### src/rtl/mult_div_unit_pkg.sv
// Shared constants for the iterative multiply/divide unit: default widths,
// operation encodings and control state encodings.
package mult_div_unit_pkg;

    localparam int DATA_WIDTH_DEF = 32;
    localparam int CNT_WIDTH_DEF  = 5;

    // op[1] selects divide, op[0] selects signed operation.
    localparam logic [1:0] OP_MULTU = 2'b00;
    localparam logic [1:0] OP_MULT  = 2'b01;
    localparam logic [1:0] OP_DIVU  = 2'b10;
    localparam logic [1:0] OP_DIV   = 2'b11;

    typedef enum logic [1:0] {
        ST_IDLE = 2'd0,
        ST_CALC = 2'd1,
        ST_SIGN = 2'd2
    } state_t;

endpackage

### src/rtl/mult_div_unit_dffr_32.sv
// Register with asynchronous active-high reset and load enable. Used for the
// architectural HI/LO registers and for the operand latches.
module dffr_32 #(
    parameter int WIDTH = 32
) (
    input  logic             i_clk,
    input  logic             i_rst,
    input  logic             i_en,
    input  logic [WIDTH-1:0] i_d,
    output logic [WIDTH-1:0] o_q
);

    // Load on enable, clear immediately on reset.
    always_ff @(posedge i_clk or posedge i_rst) begin
        if (i_rst) begin
            o_q <= '0;
        end else if (i_en) begin
            o_q <= i_d;
        end
    end

endmodule

### src/rtl/mult_div_unit.sv
// Iterative MULT/MULTU/DIV/DIVU unit. One bit is processed per cycle on
// unsigned magnitudes; the sign is fixed up in a single SIGN cycle, after
// which HI/LO are loaded and done pulses. HI/LO keep their old values while
// the operation runs; partial results live only in r_wh/r_wl.
//
// Handshake: start is taken only when the unit is idle (busy=0); a start seen
// while busy is dropped, never queued. busy rises the cycle after the accepting
// edge and stays high until HI/LO are loaded; done is high for exactly the one
// cycle after that load, and a new start may be accepted in that cycle.
module mult_div_unit #(
    parameter int DATA_WIDTH = mult_div_unit_pkg::DATA_WIDTH_DEF,
    parameter int CNT_WIDTH  = mult_div_unit_pkg::CNT_WIDTH_DEF
) (
    input  logic                      clk,
    input  logic                      rst,
    input  logic                      start,
    input  logic [1:0]                op,
    input  logic [DATA_WIDTH-1:0]     busA,
    input  logic [DATA_WIDTH-1:0]     busB,
    input  logic                      hi_wr,
    input  logic                      lo_wr,
    input  logic [DATA_WIDTH-1:0]     busW,
    output logic [DATA_WIDTH-1:0]     hi,
    output logic [DATA_WIDTH-1:0]     lo,
    output logic                      busy,
    output logic                      done,
    output mult_div_unit_pkg::state_t o_dbg_state
);

    import mult_div_unit_pkg::*;

    localparam logic [CNT_WIDTH-1:0] LAST_CNT = CNT_WIDTH'(DATA_WIDTH - 1);

    function automatic logic [DATA_WIDTH-1:0] abs_val(input logic [DATA_WIDTH-1:0] x,
                                                      input logic is_signed);
        return (is_signed && x[DATA_WIDTH-1]) ? -x : x;
    endfunction

    state_t                  r_state;
    logic [CNT_WIDTH-1:0]    r_cnt;
    logic                    r_busy;
    logic                    r_done;
    logic [1:0]              r_op;
    logic [DATA_WIDTH-1:0]   r_wh;
    logic [DATA_WIDTH-1:0]   r_wl;

    logic                    w_accept;
    logic [DATA_WIDTH-1:0]   w_a_lat;
    logic [DATA_WIDTH-1:0]   w_b_lat;
    logic                    w_signed;
    logic                    w_div;
    logic [DATA_WIDTH-1:0]   w_mag_a;
    logic [DATA_WIDTH-1:0]   w_mag_b;
    logic                    w_sign_a;
    logic                    w_sign_b;
    logic                    w_neg_res;
    logic                    w_b_zero;

    logic [DATA_WIDTH:0]     w_mul_sum;
    logic [DATA_WIDTH-1:0]   w_mul_wh_nxt;
    logic [DATA_WIDTH-1:0]   w_mul_wl_nxt;
    logic [DATA_WIDTH:0]     w_div_shift;
    logic [DATA_WIDTH:0]     w_div_diff;
    logic                    w_div_ge;
    logic [DATA_WIDTH-1:0]   w_div_wh_nxt;
    logic [DATA_WIDTH-1:0]   w_div_wl_nxt;

    logic [2*DATA_WIDTH-1:0] w_prod;
    logic [DATA_WIDTH-1:0]   w_hi_res;
    logic [DATA_WIDTH-1:0]   w_lo_res;
    logic                    w_sign_load;
    logic                    w_idle_wr;
    logic                    w_hi_en;
    logic                    w_lo_en;
    logic [DATA_WIDTH-1:0]   w_hi_d;
    logic [DATA_WIDTH-1:0]   w_lo_d;

    assign w_accept = (r_state == ST_IDLE) && start;

    // Raw operands are kept: divide-by-zero returns the dividend unchanged.
    dffr_32 #(.WIDTH(DATA_WIDTH)) u_a_lat (
        .i_clk (clk), .i_rst (rst), .i_en (w_accept), .i_d (busA), .o_q (w_a_lat)
    );
    dffr_32 #(.WIDTH(DATA_WIDTH)) u_b_lat (
        .i_clk (clk), .i_rst (rst), .i_en (w_accept), .i_d (busB), .o_q (w_b_lat)
    );

    assign w_signed  = r_op[0];
    assign w_div     = r_op[1];
    assign w_mag_a   = abs_val(w_a_lat, w_signed);
    assign w_mag_b   = abs_val(w_b_lat, w_signed);
    assign w_sign_a  = w_signed && w_a_lat[DATA_WIDTH-1];
    assign w_sign_b  = w_signed && w_b_lat[DATA_WIDTH-1];
    assign w_neg_res = w_sign_a ^ w_sign_b;
    assign w_b_zero  = (w_b_lat == '0);

    // Multiply step: {r_wh,r_wl} is the product register, multiplier in r_wl.
    assign w_mul_sum    = {1'b0, r_wh} + (r_wl[0] ? {1'b0, w_mag_a} : '0);
    assign w_mul_wh_nxt = w_mul_sum[DATA_WIDTH:1];
    assign w_mul_wl_nxt = {w_mul_sum[0], r_wl[DATA_WIDTH-1:1]};

    // Restoring divide step: r_wh is the partial remainder, r_wl the dividend
    // shifting out on top while quotient bits shift in at the bottom.
    assign w_div_shift  = {r_wh, r_wl[DATA_WIDTH-1]};
    assign w_div_ge     = (w_div_shift >= {1'b0, w_mag_b});
    assign w_div_diff   = w_div_shift - {1'b0, w_mag_b};
    assign w_div_wh_nxt = w_div_ge ? w_div_diff[DATA_WIDTH-1:0] : w_div_shift[DATA_WIDTH-1:0];
    assign w_div_wl_nxt = {r_wl[DATA_WIDTH-2:0], w_div_ge};

    assign w_prod = {r_wh, r_wl};

    // Sign fix-up of the finished magnitude result; divide-by-zero overrides.
    always_comb begin
        w_hi_res = r_wh;
        w_lo_res = r_wl;
        if (!w_div) begin
            {w_hi_res, w_lo_res} = w_neg_res ? -w_prod : w_prod;
        end else if (w_b_zero) begin
            w_hi_res = w_a_lat;
            w_lo_res = '1;
        end else begin
            w_lo_res = w_neg_res ? -r_wl : r_wl;
            w_hi_res = w_sign_a ? -r_wh : r_wh;
        end
    end

    // mthi/mtlo only land when idle and no start is taken in the same cycle.
    assign w_sign_load = (r_state == ST_SIGN);
    assign w_idle_wr   = (r_state == ST_IDLE) && !start;
    assign w_hi_en     = w_sign_load || (w_idle_wr && hi_wr);
    assign w_lo_en     = w_sign_load || (w_idle_wr && lo_wr);
    assign w_hi_d      = w_sign_load ? w_hi_res : busW;
    assign w_lo_d      = w_sign_load ? w_lo_res : busW;

    dffr_32 #(.WIDTH(DATA_WIDTH)) u_hi (
        .i_clk (clk), .i_rst (rst), .i_en (w_hi_en), .i_d (w_hi_d), .o_q (hi)
    );
    dffr_32 #(.WIDTH(DATA_WIDTH)) u_lo (
        .i_clk (clk), .i_rst (rst), .i_en (w_lo_en), .i_d (w_lo_d), .o_q (lo)
    );

    // Control FSM with iteration counter and registered busy/done.
    always_ff @(posedge clk or posedge rst) begin
        if (rst) begin
            r_state <= ST_IDLE;
            r_cnt   <= '0;
            r_busy  <= 1'b0;
            r_done  <= 1'b0;
            r_op    <= 2'b00;
        end else begin
            r_done <= 1'b0;
            case (r_state)
                ST_IDLE: begin
                    if (start) begin
                        r_state <= ST_CALC;
                        r_cnt   <= '0;
                        r_busy  <= 1'b1;
                        r_op    <= op;
                    end
                end
                ST_CALC: begin
                    if (r_cnt == LAST_CNT) begin
                        r_state <= ST_SIGN;
                        r_cnt   <= '0;
                    end else begin
                        r_cnt <= r_cnt + 1'b1;
                    end
                end
                ST_SIGN: begin
                    r_state <= ST_IDLE;
                    r_busy  <= 1'b0;
                    r_done  <= 1'b1;
                end
                default: begin
                    r_state <= ST_IDLE;
                    r_busy  <= 1'b0;
                end
            endcase
        end
    end

    // Working registers: seeded with magnitudes at accept, stepped in CALC.
    always_ff @(posedge clk or posedge rst) begin
        if (rst) begin
            r_wh <= '0;
            r_wl <= '0;
        end else if (w_accept) begin
            r_wh <= '0;
            r_wl <= op[1] ? abs_val(busA, op[0]) : abs_val(busB, op[0]);
        end else if (r_state == ST_CALC) begin
            r_wh <= w_div ? w_div_wh_nxt : w_mul_wh_nxt;
            r_wl <= w_div ? w_div_wl_nxt : w_mul_wl_nxt;
        end
    end

    assign busy        = r_busy;
    assign done        = r_done;
    assign o_dbg_state = r_state;

endmodule

### config.mk
export PLATFORM = sky130hd
export DESIGN_NAME = mult_div_unit
export DESIGN_NICKNAME = d
export VERILOG_FILES = /design/src/rtl/mult_div_unit_pkg.sv /design/src/rtl/mult_div_unit_dffr_32.sv /design/src/rtl/mult_div_unit.sv
export SDC_FILE = /design/constraint.sdc
export NUM_CORES = 1
export LEC_CHECK = 0
export BUFFER_PORTS_ARGS = -buffer_cell sky130_fd_sc_hd__buf_2
export CORE_UTILIZATION = 56
export DETAILED_ROUTE_END_ITERATION = 6
export PLACE_DENSITY = 0.79
export SLEW_MARGIN = 20
export SYNTH_ARGS = -nofsm -noshare
export SYNTH_HDL_FRONTEND = slang
export SYNTH_HIERARCHICAL = 1
export SYNTH_SLANG_ARGS = --single-unit
### constraint.sdc
create_clock -name clk -period 4.9 [get_ports clk]
set_clock_uncertainty 0.1 [all_clocks]
set_input_delay 0 -clock clk [delete_from_list [all_inputs] [get_ports clk]]
set_output_delay 0 -clock clk [all_outputs]
set_load 0.005 [all_outputs]
======== Yosys cells after proc, flatten, opt, wreduce, memory -nomap -nowiden ========
Index checks and enable logic that the tools add are counted.
operators by class
  add/sub/neg operators ................... 10
  multipliers ............................. 0
  divide/modulo/power cells ............... 0
  $lt $le $gt $ge ......................... 1
  equal/unequal tests ..................... 5
  shifts and indexed selects .............. 0
  mux-type cells .......................... 31
  bitwise operators ....................... 2
  reduce and logical (&&, ||, !) cells .... 19
operator list
  kind                                                                   count
  32-bit 2-to-1 mux                                                      21
  32-bit negation                                                        6
  64-bit 2-to-1 mux                                                      1
  64-bit negation                                                        1
  32-bit by 32-bit adder with 33-bit output                              1
  33-bit by 32-bit greater-or-equal comparator with 1-bit output         1
  32-bit zero test                                                       1
  32-bit subtractor                                                      1
  5-bit 2-to-1 mux                                                       2
  5-bit case mux with 2 select lines                                     1
  1-bit logical AND                                                      8
  2-bit AND reduction                                                    4
  5-bit by 1-bit adder with 5-bit output, second input constant          1
  5-bit equality test, second input constant                             1
  2-bit 2-to-1 mux                                                       2
  2-bit != test, second input constant                                   2
  2-bit case mux with 2 select lines                                     1
  2-bit nonzero test                                                     2
  2-bit by 1-bit equality test with 1-bit output, second input constant  1
  2-bit equality test, second input constant                             1
  2-bit zero test                                                        1
  1-bit logical OR                                                       2
  1-bit 2-to-1 mux                                                       2
  1-bit case mux with 2 select lines                                     1
  other kinds (3)                                                        3
word-level totals
  bits in registers ....................... 203
  latch bits .............................. 0
  bits in writable memories ............... 0
  bits in read-only memories .............. 0
  bits of input ports ..................... 103
  memories ................................ 0

======== Logic depth before layout (Yosys ltp) ========
  depth after elaboration ................. 7
  mapped depth ............................ 22
  mapped depth without buffers ............ 19

======== By module ========
The synthesis kept the hierarchy.
modules (own cells, without submodules)
  module         times used  cells an instance  area each (um^2)
  mult_div_unit  1           1,939              13,272.7
  dffr_32        4           69                 1,348.8

======== Worst setup path before layout ========
Ideal clock, no wire load.
  path kind ............................... register -> register
  start ................................... register u_b_lat.o_q[0]
  end ..................................... register r_wh[31]
  setup time .............................. 130 ps
  arrival time ............................ 4,417 ps
  required time ........................... 4,670 ps
  slack ................................... 254 ps
  stages on the path, launching flop included .. 23
  buffers on the path ..................... 3
  cells stage by stage .................... dfrtp_1 -> inv_1 -> ha_1 -> or3b_2 -> or3_1 -> nor3_1 -> and4_1 -> nor2_1 -> xnor2_1 -> ha_1 -> clkbuf_1 -> a21oi_1 -> nor2b_1 -> o21ai_0 -> nand2b_1 -> nand3b_1 -> o221ai_1 -> o211ai_1 -> clkbuf_1 -> clkbuf_1 -> nand3_1 -> mux2i_1 -> nor2_1
between the ends
  word-level cells in the longest chain between the ends .. 7
  elaborated cells between the ends (all ways) .. 8
  classes of those cells .................. 2 x add/sub; 1 x order compare; 5 x mux
ends and longest elaborated chain
  item                                                                                                        line                                        source
  from (decl)                                                                                                 mult_div_unit_dffr_32.sv:10                 output logic [WIDTH-1:0] o_q
  from (signal assigned)                                                                                      mult_div_unit_dffr_32.sv:18                 o_q <= i_d;
  32-bit negation                                                                                             mult_div_unit.sv:36                         return (is_signed && x[DATA_WIDTH-1]) ? -x : x;
  32-bit 2-to-1 mux (*)                                                                                       mult_div_unit.sv:36
  32-bit subtractor / 33-bit by 32-bit greater-or-equal comparator with 1-bit output (equally long branches)  mult_div_unit.sv:106, mult_div_unit.sv:105
  32-bit 2-to-1 mux (*)                                                                                       mult_div_unit.sv:107                        assign w_div_wh_nxt = w_div_ge ? w_div_diff[DATA_WIDTH-1:0] : w_div_shift[DATA_WIDTH-1:0];
  32-bit 2-to-1 mux (*)                                                                                       mult_div_unit.sv:191                        r_wh <= w_div ? w_div_wh_nxt : w_mul_wh_nxt;
  32-bit 2-to-1 mux (*)                                                                                       mult_div_unit.sv:190                        end else if (r_state == ST_CALC) begin
  32-bit 2-to-1 mux (*)                                                                                       mult_div_unit.sv:187                        end else if (w_accept) begin
  to (signal assigned)                                                                                        mult_div_unit.sv:191
  to (decl)                                                                                                   mult_div_unit.sv:44                         logic [DATA_WIDTH-1:0] r_wh;
Every way passes the cells marked *; elsewhere a longest branch is shown, timed or not. The select of a mux whose other input is x is not followed.
A chain may end at the register's enable or synchronous reset.

======== Final worst setup path ========
  start ................................... register u_b_lat.o_q[0]
  end ..................................... register r_wl[0]
between the ends
  word-level cells in the longest chain between the ends .. 6
ends and longest elaborated chain
  item                                                                line                  source
  32-bit negation                                                     mult_div_unit.sv:36
  32-bit 2-to-1 mux (*)                                               mult_div_unit.sv:36
  33-bit by 32-bit greater-or-equal comparator with 1-bit output (*)  mult_div_unit.sv:105  assign w_div_ge = (w_div_shift >= {1'b0, w_mag_b});
  32-bit 2-to-1 mux (*)                                               mult_div_unit.sv:192  r_wl <= w_div ? w_div_wl_nxt : w_mul_wl_nxt;
  32-bit 2-to-1 mux (*)                                               mult_div_unit.sv:190
  32-bit 2-to-1 mux (*)                                               mult_div_unit.sv:187
  to (signal assigned)                                                mult_div_unit.sv:189  r_wl <= op[1] ? abs_val(busA, op[0]) : abs_val(busB, op[0]);
  to (signal assigned)                                                mult_div_unit.sv:192
  to (decl)                                                           mult_div_unit.sv:45   logic [DATA_WIDTH-1:0] r_wl;
Marks and branches as above.

==> reports/metrics.csv <==
stage,metric,value,unit
routing,viasPerCell,6.42,
worst_setup_path,cp.arrival,5.06,ns
worst_setup_path,worstPathCellList,inv_1 > ha_1 > or3b_2 > or3_4 > nor3_1 > buf_4 > and4_4 > nor2_1 > xnor2_1 > ha_2 > a21oi_1 > nor2b_1 > o21ai_0 > nand2b_1 > nand3b_1 > o221ai_1 > o211ai_1 > clkbuf_16 > buf_4 > mux2i_1 > o221ai_1,
clock_network,clk_pin_slew,0.06,ns
placement,hpwl,50500,µm
synthesis,yosys_warnings,6,
routing,wl_per_cell,23.3,µm
synthesis,ys_ff_latch,203,
floorplanning,ios,171,
synthesis,synth.avg_cell_area,8.43,µm²
floorplanning,initial_core_util,57.1,%
finish,layout.nets,2622,
global_route,grt_usage,38.9,%
clock_network,clockBufferDepth,3,
clock_network,cts_tree,built,
routing,detail-route-antenna-nets,0,
power,power_leakage,9.61,nW
placement,gp_congestion,0.984,
worst_setup_path,critPathLaunchType,register,
sta,fin_setup_tns,0,ns
sta,fin_crit_sh,97.8,%
synthesis,yosysSeqAreaShare,27.2,%
worst_setup_path,startpoint,u_b_lat/o_q[0],
routing,drc_errors,0,
outcome,outcome,"finished, final reports clean",
power,cellPowerDensity,869,nW/µm²
global_route,grt_pass1_wl,101000,µm
placement,dp_cells,2750,
synthesis,syn_area,18700,µm²
clock_network,cts_buffers,24,
global_route,grt_pass1_vias,17445,
synthesis,synthCells,2215,
floorplanning,core_area,32700,µm²
sta,whs,0.0581,ns
sta,period_needed,4.79,ns
power,ir_drop,464,µV
finish,area_growth,17.4,%
global_route,antenna_found_initial,0,
finish,final_core_util,67.0,%
synthesis,synth_enable_flop_cells,0,
finish,postLayoutCellArea,21900,µm²
clock_network,cts.sinks,203,
flow_run,drv_cap,0,
synthesis,synthDistinctLibCells,83,
global_route,grt_overflow,0,
sta,slew_violations,0,
floorplanning,die_area,34100,µm²
sta,setup_violations,0,
finish,antennaDiodeCount,0,
routing,wl,67800,µm
worst_setup_path,crit_fanout,15,
worst_setup_path,worstSetupPathType,register to register,
floorplanning,die_w,185,µm
floorplanning,die_h,185,µm
worst_setup_path,critPathMaxStageDelay,0.47,ns
routing,num_vias,18656,
worst_setup_path,cp.required,5.17,ns
worst_setup_path,ff2ff_path_depth,21,
floorplanning,row_count,66,
routing,drt_iter0_markers,1861,
clock_network,clk_latency,0.55,ns
placement,place_area,19800,µm²
sta,timing.final.hold_violations,0,
placement,portBuffers,170,
worst_setup_path,rr_startpoint,u_b_lat/o_q[0],
synthesis,async_flop_share,100,%
synthesis,syn-num-nets,2392,
synthesis,ys.flop_type,dfrtp_1,
routing,detail_route.first_pass.iterations,5,
clock_network,clock-root-buffer,clkbuf_16,
sta,relSlewSlack,29.9,%
sta,fmax,209,MHz
finish,final_cells,2905,
clock_network,cts_max_level,1,
min_path,hold_class,input pin to asynchronous set/reset pin,
finish,drive_gt1_share,19.2,%
global_route,grt_max_degree,64,
worst_setup_path,cp-end-kind,register,
worst_setup_path,slowest_stage,or3b_2,
sta,max_slew.worst_pin.slew,1.05,ns
==> final timing paths <==
| path | end | slack, ns |
|---|---|---|
| min | u_a_lat/o_q[22] | 0.06 |
| max reg2reg | r_wl[0] | 0.11 |
| max | r_wl[0] | 0.11 |
| max in group asynchronous | r_op[1] | 3.28 |
| min in group clk | r_wl[3] | 0.14 |
| min reg2reg | u_lo/o_q[18] | 0.41 |
==> cells in the final DEF, fill, tap and decap left out, drive strengths merged, types with 26 or more instances in the layout <==
master,n
nor4,28
mux2,132
nand3,40
o31ai,26
nor3,53
a31oi,30
xnor2,141
o21ai,188
ha,72
mux2i,63
nand2,196
a21o,30
nor2,238
a21oi,210
dlygate4sd3,98
dfrtp,203
buf,246
a22oi,26
inv,55
clkbuf,34
xor2,91
==> per-layer routing <==
layer	track usage, %	vias to the layer above	part of all wire [%]
li1	-	8441	-
met1	53.1	8919	41
met2	60.1	1079	44
met3	6.54	217	10
met4	17.6	0	5.0
met5	0	-	0
==> critical path: cells and delay by family, from the launching register on <==
kind / cells / cell delay [ns]
adders and majority gates: 2 / 0.53
DFF: 1 / 0.38
and+or+nand+nor: 8 / 1.64
buffers and inverters: 4 / 0.65
AOI/OAI and AO/OA: 5 / 0.86
xor gates and xnor gates: 1 / 0.26
muxes: 1 / 0.19
==> per-stage QoR <==
stage,power (W),setup WS (ns)
CTS,0.0183,0.0381
floorplan,0.0126,0.254
global placement,0.0160,0.140
finish,0.0190,0.107
detailed placement,0.0163,-0.0626
global route,0.0202,-0.145
==> flip-flops by register name (all words and copies together), names as in the netlist <==
name and flops:
o_dbg_state 2, u_a_lat/o_q 32, u_b_lat/o_q 32, r_wh 32, r_cnt 5, r_wl 32
u_lo/o_q 32, u_hi/o_q 32, r_op 2, busy 1, done 1
==> Yosys cell counts, drive strengths merged, types with 8 or more instances <==
cell / n / area, µm²
clkbuf: 107 / 402
nand3: 40 / 200
a21o: 30 / 225
a22oi: 26 / 195
o41ai: 13 / 121
and2: 17 / 106
a21oi: 210 / 1050
o21a: 8 / 60.1
mux2i: 63 / 631
nor3: 53 / 275
nand2: 196 / 743
a221oi: 8 / 70.1
nor2: 238 / 893
nand2b: 18 / 113
or3: 20 / 125
ha: 72 / 901
o221ai: 24 / 210
xnor2: 141 / 1240
xor2: 91 / 797
a31oi: 30 / 188
o21bai: 10 / 75.1
o31ai: 26 / 200
nor4: 28 / 205
or4: 13 / 97.6
nand4: 10 / 62.6
dfrtp: 203 / 5080
o211ai: 10 / 75.1
buf: 34 / 378
nor2b: 14 / 87.6
o21ai: 188 / 967
a211oi: 13 / 97.6
inv: 53 / 199
and3: 11 / 68.8
mux2: 132 / 1940
==> where the power goes <==
part	switching, W	total [W]	leakage (nW)	internal, W
sequential	0.00165	0.00421	2.45	0.00256
clock	0.000748	0.00193	0.399	0.00118
combinational	0.00704	0.0129	6.76	0.00586
==> cells by family (layout without fill, tap and decap cells) <==
group / count (synthesis) / count (layout) / synth area share, %
muxes: 195 / 195 / 13.8
DFF: 203 / 203 / 27.2
buffers and inverters: 195 / 443 / 5.26
adders and majority gates: 74 / 74 / 5.04
AOI/OAI and AO/OA: 634 / 634 / 20.8
xor gates and xnor gates: 232 / 232 / 10.9
and+or+nand+nor: 682 / 682 / 17.0
==> area by class of cell <==
class	instances	area [µm²]
Inverter	54	205
Tap cell	442	553
Fill cell	2696	10800
Clock buffer	33	676
Multi-Input combinational cell	1817	12800
Timing Repair Buffer	345	2430
Sequential cell	203	5080
Clock inverter	11	169
==> timing repair <==
action	CTS	global route
pin swaps	1	10
hold endpoints to repair	308	0
cloned	0	2
buffers inserted	0	11
endpoints found under the setup margin	3	26
hold buffers	98	0
gates resized for setup	5	27
Note: power is estimated with default switching activity, not from simulation.
